$ cat config.mk
export PLATFORM = sky130hd
export DESIGN_NAME = mem_port_arbiter
export DESIGN_NICKNAME = d
export VERILOG_FILES = /design/src/rtl/mem_port_arbiter.sv
export SDC_FILE = /design/constraint.sdc
export NUM_CORES = 1
export LEC_CHECK = 0
export CAP_MARGIN = 0
export CELL_PAD_IN_SITES_DETAIL_PLACEMENT = 1
export CELL_PAD_IN_SITES_GLOBAL_PLACEMENT = 1
export CORE_MARGIN = 2
export CORE_UTILIZATION = 28
export CTS_CLUSTER_SIZE = 20
export DETAILED_ROUTE_END_ITERATION = 12
export PLACE_DENSITY = 0.79
export SLEW_MARGIN = 30
export SYNTH_ARGS = -nofsm -noshare
export SYNTH_HDL_FRONTEND = slang
export SYNTH_SLANG_ARGS = --single-unit
$ cat constraint.sdc
create_clock -name clk -period 1.9 [get_ports clk]
set_input_delay 0.285 -clock clk [delete_from_list [all_inputs] [get_ports clk]]
set_output_delay 0.285 -clock clk [all_outputs]
set_load 0.1 [all_outputs]
$ cat src/rtl/mem_port_arbiter.sv
// -----------------------------------------------------------------------------
// mem_port_arbiter
//
// Shares one external memory port between the instruction-fetch requester (IF)
// and the data-memory requester (DM). Only one transaction is outstanding at a
// time. DM has priority, but after MAX_DM_BURST consecutive DM grants while IF
// is waiting, IF is forced to win. The granted request is registered onto the
// ext_* bus, and read data is routed back to whichever requester owns the
// transaction.
//
// Ports:
//   clk, nrst                    clock (rising edge), async active-low reset
//   if_req/if_addr               fetch read request, held until if_gnt
//   if_gnt                       fetch request captured (combinational pulse)
//   if_rvalid/if_rdata           fetch read data return
//   dm_req/dm_we/dm_wstrb/
//   dm_addr/dm_wdata             data request, held until dm_gnt
//   dm_gnt                       data request captured (combinational pulse)
//   dm_rvalid/dm_rdata           data read data return (never for writes)
//   ext_req/ext_we/ext_wstrb/
//   ext_addr/ext_wdata           registered external request
//   ext_ack                      external accepted the request this cycle
//   ext_rvalid/ext_rdata         external read data return
// -----------------------------------------------------------------------------
module mem_port_arbiter #(
   parameter int AW           = 32,
   parameter int DW           = 32,
   parameter int MAX_DM_BURST = 4
) (
   input  logic          clk,
   input  logic          nrst,
   // instruction fetch side
   input  logic          if_req,
   input  logic [AW-1:0] if_addr,
   output logic          if_gnt,
   output logic          if_rvalid,
   output logic [DW-1:0] if_rdata,
   // data memory side
   input  logic          dm_req,
   input  logic          dm_we,
   input  logic [3:0]    dm_wstrb,
   input  logic [AW-1:0] dm_addr,
   input  logic [DW-1:0] dm_wdata,
   output logic          dm_gnt,
   output logic          dm_rvalid,
   output logic [DW-1:0] dm_rdata,
   // external memory side
   output logic          ext_req,
   output logic          ext_we,
   output logic [3:0]    ext_wstrb,
   output logic [AW-1:0] ext_addr,
   output logic [DW-1:0] ext_wdata,
   input  logic          ext_ack,
   input  logic          ext_rvalid,
   input  logic [DW-1:0] ext_rdata
);

   localparam int            CW        = $clog2(MAX_DM_BURST + 1);
   localparam logic [CW-1:0] BURST_MAX = CW'(MAX_DM_BURST);
   localparam logic [CW-1:0] CNT_ONE   = CW'(1);

   typedef enum logic [1:0] {
      IDLE  = 2'd0,
      ISSUE = 2'd1,
      WAIT  = 2'd2
   } state_t;

   state_t        state;
   state_t        state_nxt;
   logic          owner_dm;    // 1 = DM owns the transaction, 0 = IF
   logic          owner_we;    // owning transaction is a write
   logic [CW-1:0] starve_cnt;  // consecutive DM grants while IF was pending
   logic          starve_max;

   assign starve_max = (starve_cnt == BURST_MAX);

   // -------------------------------------------------------------------------
   // State register
   // -------------------------------------------------------------------------
   // NOTE: sequential state uses non-blocking (<=) so every register samples
   // pre-edge values; combinational blocks use blocking (=).
   always_ff @(posedge clk or negedge nrst) begin
      if (!nrst) state <= IDLE;
      else       state <= state_nxt;
   end

   // -------------------------------------------------------------------------
   // Next state and grant decode
   // -------------------------------------------------------------------------
   // NOTE: every output of this block is given a default first so no path
   // leaves it unassigned, which would otherwise infer a latch.
   always_comb begin
      state_nxt = state;
      if_gnt    = 1'b0;
      dm_gnt    = 1'b0;
      case (state)
         IDLE: begin
            // Grants are gated by nrst: the state register already sits in
            // IDLE during reset, yet no grant may be reported until release.
            if (dm_req && !(if_req && starve_max)) begin
               dm_gnt    = nrst;
               state_nxt = ISSUE;
            end else if (if_req) begin
               if_gnt    = nrst;
               state_nxt = ISSUE;
            end
         end
         ISSUE: begin
            if (ext_ack) state_nxt = owner_we ? IDLE : WAIT;
         end
         WAIT: begin
            if (ext_rvalid) state_nxt = IDLE;
         end
         default: state_nxt = IDLE;
      endcase
   end

   // -------------------------------------------------------------------------
   // External request, ownership, starvation counter and read return
   // -------------------------------------------------------------------------
   always_ff @(posedge clk or negedge nrst) begin
      if (!nrst) begin
         ext_req    <= 1'b0;
         ext_we     <= 1'b0;
         ext_wstrb  <= '0;
         ext_addr   <= '0;
         ext_wdata  <= '0;
         owner_dm   <= 1'b0;
         owner_we   <= 1'b0;
         starve_cnt <= '0;
         if_rvalid  <= 1'b0;
         dm_rvalid  <= 1'b0;
         if_rdata   <= '0;
         dm_rdata   <= '0;
      end else begin
         // rvalid outputs are single-cycle pulses
         if_rvalid <= 1'b0;
         dm_rvalid <= 1'b0;

         if (dm_gnt) begin
            ext_req   <= 1'b1;
            ext_we    <= dm_we;
            ext_wstrb <= dm_wstrb;
            ext_addr  <= dm_addr;
            ext_wdata <= dm_wdata;
            owner_dm  <= 1'b1;
            owner_we  <= dm_we;
            // Count DM wins only while IF is actually being held off.
            if (!if_req)          starve_cnt <= '0;
            else if (!starve_max) starve_cnt <= starve_cnt + CNT_ONE;
         end else if (if_gnt) begin
            ext_req    <= 1'b1;
            ext_we     <= 1'b0;
            ext_wstrb  <= 4'b1111;
            ext_addr   <= if_addr;
            ext_wdata  <= '0;
            owner_dm   <= 1'b0;
            owner_we   <= 1'b0;
            starve_cnt <= '0;
         end

         // Payload is left in place after the ack; only ext_req drops.
         if (state == ISSUE && ext_ack) ext_req <= 1'b0;

         if (state == WAIT && ext_rvalid) begin
            if (owner_dm) begin
               dm_rdata  <= ext_rdata;
               dm_rvalid <= 1'b1;
            end else begin
               if_rdata  <= ext_rdata;
               if_rvalid <= 1'b1;
            end
         end
      end
   end

endmodule
Yosys cells after proc, flatten, opt, wreduce, memory -nomap -nowiden
Cells that the tools add are included.
{"block": "word_totals", "ff_bits": 142, "latchBits": 0, "mem_bits_rw": 0, "romBits": 0, "inputBits": 139, "out_inout_bits": 138, "wordCells": 64, "memories": 0}
{"block": "classes", "addsub": 1, "n_mul": 0, "div": 0, "n_lt_le_gt_ge": 0, "eq_ne": 7, "n_shift": 0, "muxes": 31, "n_bitwise": 1, "n_reduce_logical": 12}
{"op": "32-bit 2-to-1 mux", "count": 4}
{"op": "1-bit 2-to-1 mux", "count": 15}
{"op": "3-bit 2-to-1 mux", "count": 4}
{"op": "2-bit 2-to-1 mux", "count": 5}
{"op": "4-bit 2-to-1 mux", "count": 2}
{"op": "3-bit != test (second input constant)", "count": 2}
{"op": "2-bit one-hot mux with 3 select lines", "count": 1}
{"op": "2-bit AND reduction", "count": 3}
{"op": "1-bit logical AND", "count": 4}
{"op": "2-bit != test (second input constant)", "count": 2}
{"op": "3-bit by 1-bit adder with 3-bit output (second input constant)", "count": 1}
{"op": "3-bit equality test (second input constant)", "count": 1}
{"op": "3-bit AND reduction", "count": 1}
{"op": "3-bit nonzero test", "count": 1}
{"op": "2-bit by 1-bit equality test with 1-bit output (second input constant)", "count": 1}
{"op": "2-bit equality test (second input constant)", "count": 1}
{"op": "2-bit logical NOT", "count": 1}
{"op": "2-bit nonzero test", "count": 1}
{"op": "1-bit logical NOT", "count": 1}
{"op": "1-bit NOT", "count": 1}

Longest topological paths before layout
{"block": "depth", "word_depth": 9, "mapped_depth": 7, "depth_no_buf": 6}

Worst setup path after synthesis
No wires, ideal clock.
{"block": "synth_timing", "path_kind": "reg-to-output", "from": "register state[0]", "to": "output if_gnt", "arrival_time_ps": 2000, "required_time_ps": 1615, "path_slack_ps": -385, "stages_incl_launch_ff": 6, "n_path_buf": 2, "cell_sequence": "dfrtp_1 or3b_1 buf_2 a211o_4 buf_6 inv_1"}
{"block": "synth_between", "elab_chain_len": 2}
{"element": "from (decl)", "line": "68", "source": "state_t state;"}
{"element": "from (signal assigned)", "line": "84", "source": "else state <= state_nxt;"}
{"element": "2-bit logical NOT", "line": "96", "source": "case (state)"}
{"element": "1-bit 2-to-1 mux", "line": "96"}
{"element": "to (decl)", "line": "35", "source": "output logic if_gnt,"}
Every way passes these cells.

Worst setup path in the final report
Same ends and word-level chain as after synthesis.

==> results by group <==
Synthesis
  • Adder-cell share of the synthesized area: 0.4486%
  • Post-Syn Area: 5578 um2
  • Post-Syn Area per Cell: 15.03 um2
  • Post-Synth XOR/XNOR Area: 0%
  • Largest family of logic cells by synthesized area: compound AO/OA/AOI/OAI gates
  • Post-synthesis mux area share: 13.12%
  • Synthesized flop and latch total: 142
  • Post-Synthesis Cells: 371
  • Netlist cell types: 33
  • Mapped Nets: 512
  • Synth Area in Compound Gates: 17.81%
  • Warnings, synthesis: 0
  • Sequential share of the synthesized area: 63.71%
  • Synth Area in Simple Gates: 2.019%

Timing
  • Hold Vio Cnt, Final: 48
  • Setup violators final: 2
  • PnR worst setup slack: -0.1717 ns
  • Least-Margin Pin Slew: 0.6707 ns
  • RSZ-0062 raised after global routing: yes
  • Tmin final: 2.072 ns
  • Worst slew margin: 55.29%
  • Hold slack: -0.06761 ns
  • Slew Limit Fails: 0
  • Fmax achieved: 482.7 MHz
  • Clock skew: 0.005771 ns
  • Final Cycle Share: 109.0%

Layout
  • Antenna Cells: 0
  • Syn-to-layout area delta: 63.66%
  • Share of layout cells above drive strength 1: 40.68%
  • Nets: 804
  • Post-route insts no fill: 941

Worst setup path
  • Crit Path Category: reg2out
  • CP Max Fanout: 3
  • CP Data Required Time: 1.62 ns
  • WP data arrival: 1.79 ns
  • Crit end category: output port
  • Critical path startpoint category: flop

Run status
  • Failing checks: hold timing, setup timing
  • Run status: complete, but fails checks

Min path
  • Hold Path Class: in2async

Clock tree
  • CTS buffer count: 17
  • TritonCTS clock tree: built
  • H-Tree Depth: 4
  • Clk_lat worst skew: 0.42 ns
  • Clock Tree Buf Depth: 2
  • CTS sink count: 142
  • CTS clk-pin slew, worst paths: 0.06 ns
  • Root buf cell: clkbuf_16

Route
  • Vias per inst: 4.689
  • Initial DRC count: 108
  • Remaining antenna violation count: 0
  • # DRC: 0
  • Post-Route WL: 17.46 mm
  • Vias: 4412
  • DR WL/cell: 18.55 um
  • DR pass1 iterations: 5

Floorplan
  • Row Count: 51
  • Die height: 145.1 um
  • Die Footprint: 21070 um2
  • I/O pin cnt: 277
  • Core area: 19530 um2
  • Initial Util: 28.57%
  • DIE WIDTH: 145.1 um

GRT
  • First-pass GRT wire length: 28.06 mm
  • Largest net degree at the start of global routing: 122
  • Vias in the first global route: 4881
  • Total grt overflow: 0
  • Antenna violations before repair: 0
  • Gr usage total: 16.77%

Place
  • Routability cong.: 0.8110
  • Placed Instances: 903
  • # port buffers: 276
  • HPWL Detailed: 12.75 mm

Flow run
  • Max_cap viols: 0
==> stage by stage <==
step / cell area (um2) / setup WS (ns) / util [%] / setup TNS, ns
floorplan: 5588 / -0.07218 / - / -0.07218
global placement: 8452 / 0.1276 / 43.28 / 0
CTS: 9086 / -0.1995 / 46.53 / -0.3544
detailed placement: 8452 / 0.09538 / 43.28 / 0
global route: 9129 / -0.2459 / 46.75 / -0.4400
finish: 9129 / -0.1717 / 46.75 / -0.2450
==> synth_stat cells <==
library cell | instances | area share (%)
dfrtp_1 | 142 | 64
mux2_2 | 65 | 13
a22o_1 | 34 | 5.3
o21bai_1 | 32 | 4.3
o221a_1 | 29 | 5.9
clkbuf_1 | 16 | 1.1
buf_2 | 6 | 0.54
inv_1 | 6 | 0.40
o22a_1 | 4 | 0.63
buf_1 | 3 | 0.20
buf_6 | 3 | 0.61
nand2_1 | 3 | 0.20
o221a_2 | 3 | 0.61
ha_1 | 2 | 0.45
nand3_1 | 2 | 0.18
nor2_1 | 2 | 0.13
nor3b_1 | 2 | 0.27
o21ai_0 | 2 | 0.18
a211o_4 | 1 | 0.31
a211oi_1 | 1 | 0.13
a31oi_1 | 1 | 0.11
and4_1 | 1 | 0.16
inv_2 | 1 | 0.067
nand2b_1 | 1 | 0.11
nand3b_1 | 1 | 0.13
nand4b_1 | 1 | 0.16
nor3_1 | 1 | 0.090
nor3b_2 | 1 | 0.22
o21a_1 | 1 | 0.13
o21ai_1 | 1 | 0.090
o22ai_1 | 1 | 0.11
or3b_1 | 1 | 0.16
or4bb_1 | 1 | 0.20
==> timing repair <==
action / in CTS / in global routing
hold buffers: 1 / 0
gates cloned: 0 / 0
endpoints found under the setup margin: 2 / 2
resized for setup: 4 / 3
pin swaps: 3 / 3
endpoints found under the hold margin: 21 / 0
setup buffers: 1 / 4
==> worst paths after layout <==
kind                                     end          from  slack [ns]  cells after the start
worst max-delay path                  if_gnt      state[0]       -0.17                      4
worst min-delay path            ext_wstrb[2]          nrst       -0.07                      2
worst max register to register  ext_addr[18]      state[0]        0.11                      5
worst min register to register  ext_wstrb[1]  ext_wstrb[1]        0.49                      1
max in group asynchronous       ext_addr[25]          nrst        1.43                      2
min in group clk                ext_wdata[9]   dm_wdata[9]        0.47                      2
==> routing by layer <==
layer,GRT usage [%],routed length [um],vias up
met4,6.373,443,0
li1,-,-,1990
met2,28.29,8676,200
met1,20.25,7236,2186
met5,0,0,-
met3,5.000,1102,36
==> area by class of cell <==
cell class,count,area (um2)
Fill cell,2022,10400
Sequential cell,142,3553
Timing Repair Buffer,301,2704
Multi-Input combinational cell,194,1901
Clock buffer,19,452.9
Tap cell,265,331.6
Clock inverter,13,153.9
Inverter,7,32.53
==> kinds of logic (layout without fill, tap and decap cells) <==
family | Yosys count | count (layout)
AND/OR/NAND/NOR | 17 | 17
AO/OA/AOI/OAI | 110 | 110
flip-flops | 142 | 142
multiplexers | 65 | 65
buffers and inverters | 35 | 340
adder cells (fa/ha/maj) | 2 | 2
==> registers in the layout, indices dropped and copies added (netlist names) <==
signal,count
starve_cnt,3
if_rvalid,1
owner_we,1
ext_wdata,32
dm_rdata,32
owner_dm,1
ext_req,1
if_rdata,32
ext_addr,32
state,2
dm_rvalid,1
ext_wstrb,4
==> critical path: stages (launching register included) <==
cell	delay [ns]
dfrtp_1	0.40
or3b_4	0.41
a211o_4	0.29
clkinvlp_4	0.10
buf_12	0.17
==> layout by cell type (no fill, tap or decap), drive strengths merged <==
master	instances
o22a	4
nand4b	1
clkdlybuf4s50	137
nor3	1
a22o	34
nand3	2
o22ai	1
nand2	3
o21ai	3
ha	2
clkinvlp	5
mux2	65
o21bai	32
a211oi	1
clkinv	2
o21a	1
or4bb	1
o221a	32
a211o	1
clkbuf	19
inv	11
nor3b	3
nor2	2
or3b	1
bufinv	2
dfrtp	142
a31oi	1
and4	1
nand2b	1
buf	164
nand3b	1
Power is not shown: default switching activity piles up to over one toggle a cycle in this logic, so the estimate is an artifact.
